===== config.mk =====
export PLATFORM = sky130hd
export DESIGN_NAME = voice_allocator
export DESIGN_NICKNAME = d
export VERILOG_FILES = /design/src/rtl/voice_allocator_pkg.sv /design/src/rtl/voice_age_tracker.sv /design/src/rtl/voice_allocator.sv
export SDC_FILE = /design/constraint.sdc
export NUM_CORES = 1
export LEC_CHECK = 0
export BUFFER_PORTS_ARGS = -buffer_cell sky130_fd_sc_hd__buf_4
export CORE_MARGIN = 10
export CORE_UTILIZATION = 45
export CTS_BUF_LIST = sky130_fd_sc_hd__clkbuf_8
export DETAILED_ROUTE_END_ITERATION = 8
export GPL_TIMING_DRIVEN = 0
export PLACE_DENSITY_LB_ADDON = 0.12
export SYNTH_ARGS = -nofsm -noshare
export SYNTH_HDL_FRONTEND = slang
export SYNTH_SLANG_ARGS = --single-unit

===== constraint.sdc =====
create_clock -name CLOCK_25 -period 10.6 [get_ports CLOCK_25]
set_clock_uncertainty 0.1 [all_clocks]
set_input_delay 2.65 -clock CLOCK_25 [delete_from_list [all_inputs] [get_ports CLOCK_25]]
set_output_delay 2.65 -clock CLOCK_25 [all_outputs]
set_load 0.005 [all_outputs]

===== src/rtl/voice_allocator_pkg.sv =====
// Shared types and helpers for the voice allocator slice: FSM state encoding
// and the index-width function used to size voice addresses.
package voice_allocator_pkg;

    typedef enum logic [1:0] {
        VA_IDLE  = 2'd0,
        VA_SCAN  = 2'd1,
        VA_ISSUE = 2'd2
    } va_state_t;

    // Minimum of one bit so a single-voice build still has an address port.
    function automatic int clogb2(input int n);
        int r;
        r = 1;
        for (int i = 1; i < 31; i++) begin
            if ((1 << i) < n) begin
                r = i + 1;
            end else begin
                r = r;
            end
        end
        return r;
    endfunction

endpackage


===== src/rtl/voice_age_tracker.sv =====
// Per-voice saturating age counters: the selected voice restarts at zero and
// every other voice grows older by one on each note-on issue.
module voice_age_tracker
    import voice_allocator_pkg::*;
#(
    parameter int VOICES  = 4,
    parameter int V_WIDTH = clogb2(VOICES),
    parameter int AGE_W   = 4
) (
    input  logic                           CLOCK_25,
    input  logic                           iRST,
    input  logic                           upd,
    input  logic [V_WIDTH-1:0]             sel,
    output logic [VOICES-1:0][AGE_W-1:0]   ages
);

    localparam logic [AGE_W-1:0] AGE_MAX = {AGE_W{1'b1}};

    // Age registers: clear on select, saturating increment elsewhere.
    always_ff @(posedge CLOCK_25) begin
        if (iRST) begin
            ages <= '0;
        end else if (upd) begin
            for (int v = 0; v < VOICES; v++) begin
                if (V_WIDTH'(v) == sel) begin
                    ages[v] <= {AGE_W{1'b0}};
                end else if (ages[v] != AGE_MAX) begin
                    ages[v] <= ages[v] + AGE_W'(1);
                end
            end
        end
    end

endmodule


===== src/rtl/voice_allocator.sv =====
// Sequential voice scheduler: scans one voice slot per cycle, chooses
// same-key > free > oldest, and issues one registered note event per request.
module voice_allocator
    import voice_allocator_pkg::*;
#(
    parameter int VOICES  = 4,
    parameter int V_WIDTH = clogb2(VOICES),
    parameter int AGE_W   = 4
) (
    input  logic                 CLOCK_25,
    input  logic                 iRST,
    input  logic                 req_valid,
    output logic                 req_ready,
    input  logic                 req_on,
    input  logic [7:0]           req_key,
    input  logic [7:0]           req_vel,
    input  logic [VOICES-1:0]    voice_free,
    output logic                 ev_strb,
    output logic                 note_on,
    output logic [V_WIDTH-1:0]   cur_key_adr,
    output logic [7:0]           cur_key_val,
    output logic [7:0]           cur_vel_on,
    output logic [7:0]           cur_vel_off,
    output logic [VOICES-1:0]    keys_on,
    output logic [V_WIDTH:0]     active_keys,
    output logic                 steal,
    output logic                 off_note_error
);

    localparam logic [V_WIDTH-1:0] LAST_IDX = V_WIDTH'(VOICES - 1);

    va_state_t                  state_r, state_s;
    logic [V_WIDTH-1:0]         idx_r;
    logic                       on_r;
    logic [6:0]                 key_r;
    logic [7:0]                 vel_r;
    logic [VOICES-1:0]          vfree_r;
    logic [VOICES-1:0][6:0]     key_tab_r;
    logic                       m_found_r, f_found_r;
    logic [V_WIDTH-1:0]         m_idx_r, f_idx_r, o_idx_r;
    logic [AGE_W-1:0]           o_age_r;
    logic [VOICES-1:0][AGE_W-1:0] ages_s;

    logic                       accept_s, last_s, age_upd_s, steal_s;
    logic                       m_found_s, f_found_s;
    logic [V_WIDTH-1:0]         m_idx_s, f_idx_s, o_idx_s, slot_s;
    logic [AGE_W-1:0]           o_age_s;
    logic [VOICES-1:0]          keys_next_s;
    logic [V_WIDTH:0]           pop_s;

    // Next-state logic.
    always_comb begin
        state_s  = state_r;
        accept_s = req_valid && req_ready && (state_r == VA_IDLE);
        last_s   = (state_r == VA_SCAN) && (idx_r == LAST_IDX);
        case (state_r)
            VA_IDLE: begin
                if (accept_s) state_s = VA_SCAN;
                else          state_s = VA_IDLE;
            end
            VA_SCAN: begin
                if (idx_r == LAST_IDX) state_s = VA_ISSUE;
                else                   state_s = VA_SCAN;
            end
            VA_ISSUE: state_s = VA_IDLE;
            default:  state_s = VA_IDLE;
        endcase
    end

    // Scan compare: fold the current slot into the running trackers so the
    // final slot's result is available at the edge that enters ISSUE.
    always_comb begin
        m_found_s = m_found_r;
        m_idx_s   = m_idx_r;
        f_found_s = f_found_r;
        f_idx_s   = f_idx_r;
        o_idx_s   = o_idx_r;
        o_age_s   = o_age_r;
        if (!m_found_r && keys_on[idx_r] && (key_tab_r[idx_r] == key_r)) begin
            m_found_s = 1'b1;
            m_idx_s   = idx_r;
        end else begin
            m_found_s = m_found_r;
        end
        if (!f_found_r && vfree_r[idx_r] && !keys_on[idx_r]) begin
            f_found_s = 1'b1;
            f_idx_s   = idx_r;
        end else begin
            f_found_s = f_found_r;
        end
        if ((idx_r == {V_WIDTH{1'b0}}) || (ages_s[idx_r] > o_age_r)) begin
            o_idx_s = idx_r;
            o_age_s = ages_s[idx_r];
        end else begin
            o_idx_s = o_idx_r;
        end
    end

    // Slot choice and the key-table image after this request completes.
    always_comb begin
        slot_s      = o_idx_s;
        steal_s     = 1'b0;
        keys_next_s = keys_on;
        pop_s       = {(V_WIDTH+1){1'b0}};
        if (m_found_s) begin
            slot_s = m_idx_s;
        end else if (f_found_s) begin
            slot_s = f_idx_s;
        end else begin
            slot_s  = o_idx_s;
            steal_s = keys_on[o_idx_s];
        end
        if (last_s && on_r) begin
            keys_next_s[slot_s] = 1'b1;
        end else if (last_s && m_found_s) begin
            keys_next_s[m_idx_s] = 1'b0;
        end else begin
            keys_next_s = keys_on;
        end
        for (int v = 0; v < VOICES; v++) begin
            pop_s = pop_s + (V_WIDTH+1)'(keys_next_s[v]);
        end
        age_upd_s = last_s && on_r;
    end

    voice_age_tracker #(
        .VOICES  (VOICES),
        .V_WIDTH (V_WIDTH),
        .AGE_W   (AGE_W)
    ) u_age (
        .CLOCK_25 (CLOCK_25),
        .iRST     (iRST),
        .upd      (age_upd_s),
        .sel      (slot_s),
        .ages     (ages_s)
    );

    // FSM, request capture, scan trackers, key table and registered outputs.
    always_ff @(posedge CLOCK_25) begin
        if (iRST) begin
            state_r        <= VA_IDLE;
            idx_r          <= '0;
            on_r           <= 1'b0;
            key_r          <= 7'd0;
            vel_r          <= 8'd0;
            vfree_r        <= '0;
            key_tab_r      <= '0;
            m_found_r      <= 1'b0;
            f_found_r      <= 1'b0;
            m_idx_r        <= '0;
            f_idx_r        <= '0;
            o_idx_r        <= '0;
            o_age_r        <= '0;
            req_ready      <= 1'b0;
            ev_strb        <= 1'b0;
            note_on        <= 1'b0;
            cur_key_adr    <= '0;
            cur_key_val    <= 8'd0;
            cur_vel_on     <= 8'd0;
            cur_vel_off    <= 8'd0;
            keys_on        <= '0;
            active_keys    <= '0;
            steal          <= 1'b0;
            off_note_error <= 1'b0;
        end else begin
            state_r        <= state_s;
            req_ready      <= (state_s == VA_IDLE);
            keys_on        <= keys_next_s;
            active_keys    <= pop_s;
            ev_strb        <= 1'b0;
            steal          <= 1'b0;
            off_note_error <= 1'b0;
            if (accept_s) begin
                on_r      <= req_on;
                key_r     <= req_key[6:0];
                vel_r     <= req_vel;
                vfree_r   <= voice_free;
                idx_r     <= '0;
                m_found_r <= 1'b0;
                f_found_r <= 1'b0;
            end else if (state_r == VA_SCAN) begin
                idx_r     <= idx_r + V_WIDTH'(1);
                m_found_r <= m_found_s;
                m_idx_r   <= m_idx_s;
                f_found_r <= f_found_s;
                f_idx_r   <= f_idx_s;
                o_idx_r   <= o_idx_s;
                o_age_r   <= o_age_s;
            end
            if (last_s && on_r) begin
                ev_strb           <= 1'b1;
                note_on           <= 1'b1;
                cur_key_adr       <= slot_s;
                cur_key_val       <= {1'b0, key_r};
                cur_vel_on        <= vel_r;
                steal             <= steal_s;
                key_tab_r[slot_s] <= key_r;
            end else if (last_s && m_found_s) begin
                ev_strb     <= 1'b1;
                note_on     <= 1'b0;
                cur_key_adr <= m_idx_s;
                cur_key_val <= {1'b0, key_r};
                cur_vel_off <= vel_r;
            end else if (last_s) begin
                off_note_error <= 1'b1;
            end
        end
    end

endmodule


# Word level (Yosys, flattened, before mapping)

Cells that the tools add are included.

Multiplexer cells: 46
$lt $le $gt $ge: 7
Equality and inequality tests: 10
$add $sub $neg: 8
Bitwise gates (word level): 5
Reductions and logical operators: 34

Operators with widths:

| cell                                                | count |
|---|---|
| two-way mux 4 bit                                   | 11 |
| bitwise mux 28 bit                                  | 1 |
| two-way mux 7 bit                                   | 4 |
| adder 4 x 1 -> 4 bit, second input constant         | 4 |
| two-way mux 2 bit                                   | 8 |
| != test 4 bit, second input constant                | 4 |
| binary-select mux 7 bit (select 2 bit)              | 1 |
| demux 7 bit (select 2 bit)                          | 1 |
| two-way mux 1 bit                                   | 13 |
| < comparator 2 x 3 -> 1 bit, second input constant  | 4 |
| AND reduction 2 bit                                 | 6 |
| logical AND 1 bit                                   | 11 |
| nonzero test 2 bit                                  | 5 |
| binary-select mux 4 bit (select 2 bit)              | 1 |
| zero test 2 bit                                     | 4 |
| == test 7 bit                                       | 1 |
| binary-select mux 1 bit (select 2 bit)              | 3 |
| AND 4 bit                                           | 1 |
| demux 1 bit (select 2 bit)                          | 2 |
| == test 2 bit, first input constant                 | 2 |
| >= comparator 2 x 1 -> 1 bit, second input constant | 2 |
| greater-than comparator 4 bit                       | 1 |
| NOT 4 bit                                           | 1 |
| bitwise OR 4 bit                                    | 1 |
| 15 further kinds                                    | 18 |

Input bits: 24
Logic and storage cells: 141
Register bits: 117
Output and inout port bits: 38

# Logic depth before layout (Yosys ltp)

Depth in word-level cells: 16
Gate-level depth with buffers: 19
Depth with buffers taken out: 15

# Cells and area by module

From an unflattened synthesis, not the netlist that was laid out.

Cell total of the unflattened synthesis: 588
Area, all modules: 5442.7 um^2

By module, submodules not included:

| module            | cells each | sequential area each (um^2) | times used | area an instance (um^2) |
|---|---|---|---|---|
| voice_allocator   | 486        | 2021.9                      | 1          | 4541.9 |
| voice_age_tracker | 102        | 320.3                       | 1          | 900.9 |

# Worst setup path after synthesis

OpenSTA, ideal clock, no wires.

Path type: flip-flop to flip-flop
Start: reg idx_r[0]
End: reg active_keys[1]
Data required time: 10.372 ns
Path slack: 5.826 ns
Data arrival time: 4.547 ns
Clock period less this slack: 4.774 ns
Cell stages (with the launch flop): 19
Path buffers: 4
Setup time: 0.128 ns
Cell sequence: dfxtp_1 buf_6 buf_2 buf_1 mux4_2 ha_1 nor2b_1 o2111a_1 nor4_4 mux2i_1 a211o_1 o21a_1 nand2b_1 buf_2 nand2_1 fa_1 ha_1 ha_1 nor2b_1

Elaborated cells between the ends (all ways): 46
Classes of those cells: add/sub (3); order compare (5); eq/ne (2); mux (21); bitwise (3); reduce/logical (12)

RTL lines:

| item                                                                                  | line                                           | source |
|---|---|---|
| from (decl)                                                                           | voice_allocator.sv:33                          | `logic [V_WIDTH-1:0] idx_r;` |
| from (signal assigned)                                                                | voice_allocator.sv:182                         | `idx_r <= idx_r + V_WIDTH'(1);` |
| binary-select mux 4 bit (select 2 bit) (tied with other cells)                        | voice_allocator.sv:91                          | `if ((idx_r == {V_WIDTH{1'b0}}) \|\| (ages_s[idx_r] > o_age_r)) begin` |
| two-way mux 4 bit (not written as such) (tied with other cells)                       | voice_allocator.sv:91                          |  |
| greater-than comparator 4 bit (tied with other cells)                                 | voice_allocator.sv:91                          |  |
| logical OR 1 bit (tied with other cells)                                              | voice_allocator.sv:91                          |  |
| two-way mux 2 bit (tied with other cells)                                             | voice_allocator.sv:91                          |  |
| two-way mux 2 bit (tied with other cells)                                             | voice_allocator.sv:107                         | `end else if (f_found_s) begin` |
| two-way mux 2 bit or logical AND 1 bit (tied branches)                                | voice_allocator.sv:105, voice_allocator.sv:116 |  |
| < comparator 2 x 3 -> 1 bit (not written as such) (tied with other cells)             | voice_allocator.sv:114                         | `keys_next_s[slot_s] = 1'b1;` |
| logical AND 1 bit (not written as such) or demux 1 bit (select 2 bit) (tied branches) | voice_allocator.sv:114, voice_allocator.sv:116 |  |
| two-way mux 1 bit (not written as such) or NOT 4 bit (tied branches)                  | -                                              |  |
| demux 1 bit (select 2 bit) or AND 4 bit (tied branches)                               | -                                              |  |
| bitwise OR 4 bit (no line) or two-way mux 4 bit (tied branches)                       | -                                              |  |
| two-way mux 4 bit *                                                                   | voice_allocator.sv:113                         | `if (last_s && on_r) begin` |
| named net keys_next_s[3]                                                              | voice_allocator.sv:48                          | `logic [VOICES-1:0] keys_next_s;` |
| adder 3 x 1 -> 3 bit *                                                                | voice_allocator.sv:121                         | `pop_s = pop_s + (V_WIDTH+1)'(keys_next_s[v]);` |
| named net pop_s[1]                                                                    | voice_allocator.sv:49                          | `logic [V_WIDTH:0] pop_s;` |
| to (signal assigned)                                                                  | voice_allocator.sv:169                         | `active_keys <= pop_s;` |
| to (decl)                                                                             | voice_allocator.sv:25                          | `output logic [V_WIDTH:0] active_keys,` |

Mark *: on every way through the listed nets, which the timed path passes. The rest lies on a longest branch. The select of a mux whose other input is x is not followed.
A chain may end at the register's enable or synchronous reset.

# Worst setup path after layout

Same ends and word-level chain as after synthesis.

==> summary.txt <==
Outcome
  • Status: completed

GRT
  • Global Route Usage Sum: between 10% and 20%
  • Grt ovf: 0
  • Vias in the first global route: about 4500
  • Initial antenna violation count: 0
  • Largest net degree at the start of global routing: 17
  • Global-route wire length before repair: 23.89 mm

Synth
  • YS warnings: 0
  • Yosys cell types: 52
  • Synth Area per Inst: 9.090 um^2
  • Most used DFF post-synth: dfxtp_1
  • Syn nets: ~600
  • Register area share after synthesis: roughly 45%
  • Mapped Area: between 0.005 and 0.006 mm^2
  • Post-synth ARST share: 0%
  • Post-synth EDFFs: 0
  • Syn Inst Count: 577
  • Seq cells post-synth: ~120

Clock network
  • H-tree levels: 4
  • Cts hold-fix bufs: 0
  • Clock Path Buffers: 2
  • CTS tree: yes
  • Root Buffer: clkbuf_8
  • Post-cts sizing count: 0
  • Clk sink count: between 100 and 150
  • Total CTS buffers: 17
  • Clk_lat worst skew: 0.46 ns
  • Post-CTS Setup Inserts: 0
  • Clock-pin slew on the worst setup and hold paths: roughly 0.06 ns

Min path
  • Hold Path Depth: 2
  • Min-delay worst type: reg2reg

Power and ir drop
  • Clk pwr share: approximately two fifths
  • Worst vdd rail ir drop: between 80 and 90 uV
  • Cell Pwr Density: ~140 mW/mm^2
  • Pleak: approximately 2.5 nW
  • Pint: roughly 0.67 mW
  • Net Sw Power: approximately 0.21 mW
  • Flop pwr share: between 50% and 60%
  • Gate power share: 6.9%
  • Sw frac: between 20% and 30%

Setup path
  • CP startpoint kind: flip-flop
  • Critical Path Fanout Max: 10
  • Worst Path Class, Setup: reg2reg
  • Crit path DAT: 5.74 ns
  • Worst R2R Path Depth: 18
  • CP Capture Type: flip-flop
  • Worst Path Required: 10.84 ns

Timing
  • Setup violators final: 0
  • Tcrit/Tclk final: approximately 52%
  • Worst slew pin tran: 0.8169 ns
  • Max_slew headroom: a little under half
  • Tmin final: 5.507 ns
  • Unrepaired setup endpoints after global routing: false
  • Max Slew Vio Count: 0
  • Final Hold Fails: 0
  • Setup TNS: 0 ns
  • Max Clk Rate: roughly 0.18 GHz

Die
  • Die width: between 100 and 150 um
  • Vert. Die Dim: 128.0 um
  • Area of the core: 0.01142 mm^2
  • # rows: 39
  • Initial Utilization: approximately 46%
  • Top Ports: 62
  • Die area: between 0.015 and 0.02 mm^2

Routing
  • Post-route antenna net violation count: 0
  • DRT iter0 DRCs: slightly below 400
  • Vias/cell: ~5.7
  • Drt pass-1 iters: 5
  • Vias: around 4600
  • Final WL: about 15 mm
  • Routed length per instance: approximately 19 um
  • # DRC: 0

Placed design
  • Placed Area: about 0.0059 mm^2
  • Port Buf Inserts: slightly below 60
  • Final HPWL DP: roughly 11 mm
  • Final GP Congestion: ~0.87

Flow run
  • Max Cap Violations: 0

Final layout
  • # diodes: 0
  • Nets: 691
  • Commonest cells after routing, fill and taps aside: dfxtp_1, nand2_1, buf_4
  • Filler cells: between 1000 and 1500
  • Commonest non-fill, non-tap cell in the layout: dfxtp_1
  • Layout cell share with drive strength beyond 1: 18.37%
  • Synth-to-Final Area Change: 18.39%
  • Fin area: between 0.006 and 0.007 mm^2
## cell usage after synthesis (all sizes together), types with 5 or more instances
cell / count / area share (%)
a211oi: 5 / 0.72
a21oi: 52 / 5.0
a22o: 8 / 1.3
a31o: 17 / 2.8
a31oi: 8 / 0.95
and3: 11 / 1.3
buf: 16 / 1.8
clkbuf: 27 / 1.9
dfxtp: 117 / 45
ha: 12 / 2.9
inv: 10 / 0.72
mux2i: 28 / 5.3
mux4: 12 / 5.2
nand2: 72 / 5.2
nand2b: 6 / 0.72
nand3: 22 / 2.1
nor2: 46 / 3.3
nor2b: 6 / 0.72
nor3: 31 / 3.0
o211ai: 12 / 1.7
o21ai: 21 / 2.1
xnor2: 8 / 1.3
## per-layer routing
metal | part of all wire [%] | GRT usage [%] | vias up
li1 | - | - | 2219
met2 | 46 | 28.41 | 156
met5 | 0 | 0 | -
met3 | 6.0 | 4.797 | 37
met1 | 45 | 23.68 | 2222
met4 | 3.1 | 9.404 | 0
## stage by stage
stage / power, mW / hold slack [ns] / utilization (%) / setup WS [ns] / std cells
final: 0.8830 / 0.3562 / 54.38 / 5.093 / 807
after global routing: 0.9138 / 0.3817 / 54.38 / 4.788 / 807
after CTS: 0.8870 / 0.3551 / 54.38 / 5.094 / 807
after detailed placement: 0.5212 / 0.3465 / 51.31 / 5.116 / 778
after global placement: 0.5204 / 0.3424 / 51.31 / 5.125 / 778
after floorplan: 0.4980 / 0.3316 / - / 5.826 / 577
## critical path, stage by stage (launching register included)
cell and delay [ns]:
dfxtp_1 0.40, buf_6 0.16, buf_2 0.30, buf_1 0.55, mux4_2 0.63, ha_1 0.32
nor2b_1 0.14, o2111a_1 0.26, nor4_4 0.20, mux2i_1 0.15, a211o_1 0.38, o21a_1 0.23
nand2b_1 0.15, buf_2 0.22, nand2_1 0.11, fa_1 0.45, ha_1 0.21, ha_1 0.26
nor2b_1 0.12
## cells by family after synthesis
logic type | share of synthesized area (%)
buf+inv | 4.556
simple gates | 18.46
compound gates | 17.18
flops | 44.66
xor+xnor | 1.336
fa+ha+maj | 3.244
mux | 10.50
other cells | 0.07150
## flip-flops by register name, summed over array words and instances (netlist names), 2 cells and up
| register | cells |
|---|---|
| m_idx_r | 2 |
| key_r | 7 |
| vfree_r | 4 |
| cur_key_val | 7 |
| o_age_r | 4 |
| key_tab_r | 28 |
| idx_r | 2 |
| state_r | 2 |
| cur_vel_off | 8 |
| keys_on | 4 |
| u_age.ages | 16 |
| cur_vel_on | 8 |
| cur_key_adr | 2 |
| vel_r | 8 |
| o_idx_r | 2 |
| f_idx_r | 2 |
| active_keys | 3 |
## power by group through the flow
stage	Sequential [mW]	Combinational (mW)	Clock, mW
floorplan	0.458	0.0398	0
global placement	0.460	0.0600	0
detailed placement	0.460	0.0608	0
CTS	0.451	0.0610	0.375
global route	0.451	0.0674	0.395
finish	0.451	0.0610	0.371
## cell type report
type	instances	area (um^2)	share of cell area, %
Tap cell	143	178.9	2.881
Sequential cell	117	2342	37.72
Buffer	43	197.7	3.184
Multi-Input combinational cell	406	2664	42.90
Timing Repair Buffer	58	435.4	7.012
Clock buffer	21	289.0	4.654
Clock inverter	8	61.31	0.9873
Inverter	11	41.29	0.6649
## path summary, 6_finish.rpt
check,slack [ns],end,from
worst max-delay path,5.09,active_keys[1]$_SDFF_PP0_,idx_r[0]$_SDFFE_PP0N_
worst max register to register,5.09,active_keys[1]$_SDFF_PP0_,idx_r[0]$_SDFFE_PP0N_
worst min-delay path,0.36,vfree_r[3]$_SDFFE_PP0P_,vfree_r[3]$_SDFFE_PP0P_
worst min register to register,0.36,vfree_r[3]$_SDFFE_PP0P_,vfree_r[3]$_SDFFE_PP0P_
No activity file was read; power rests on OpenSTA's default activity.
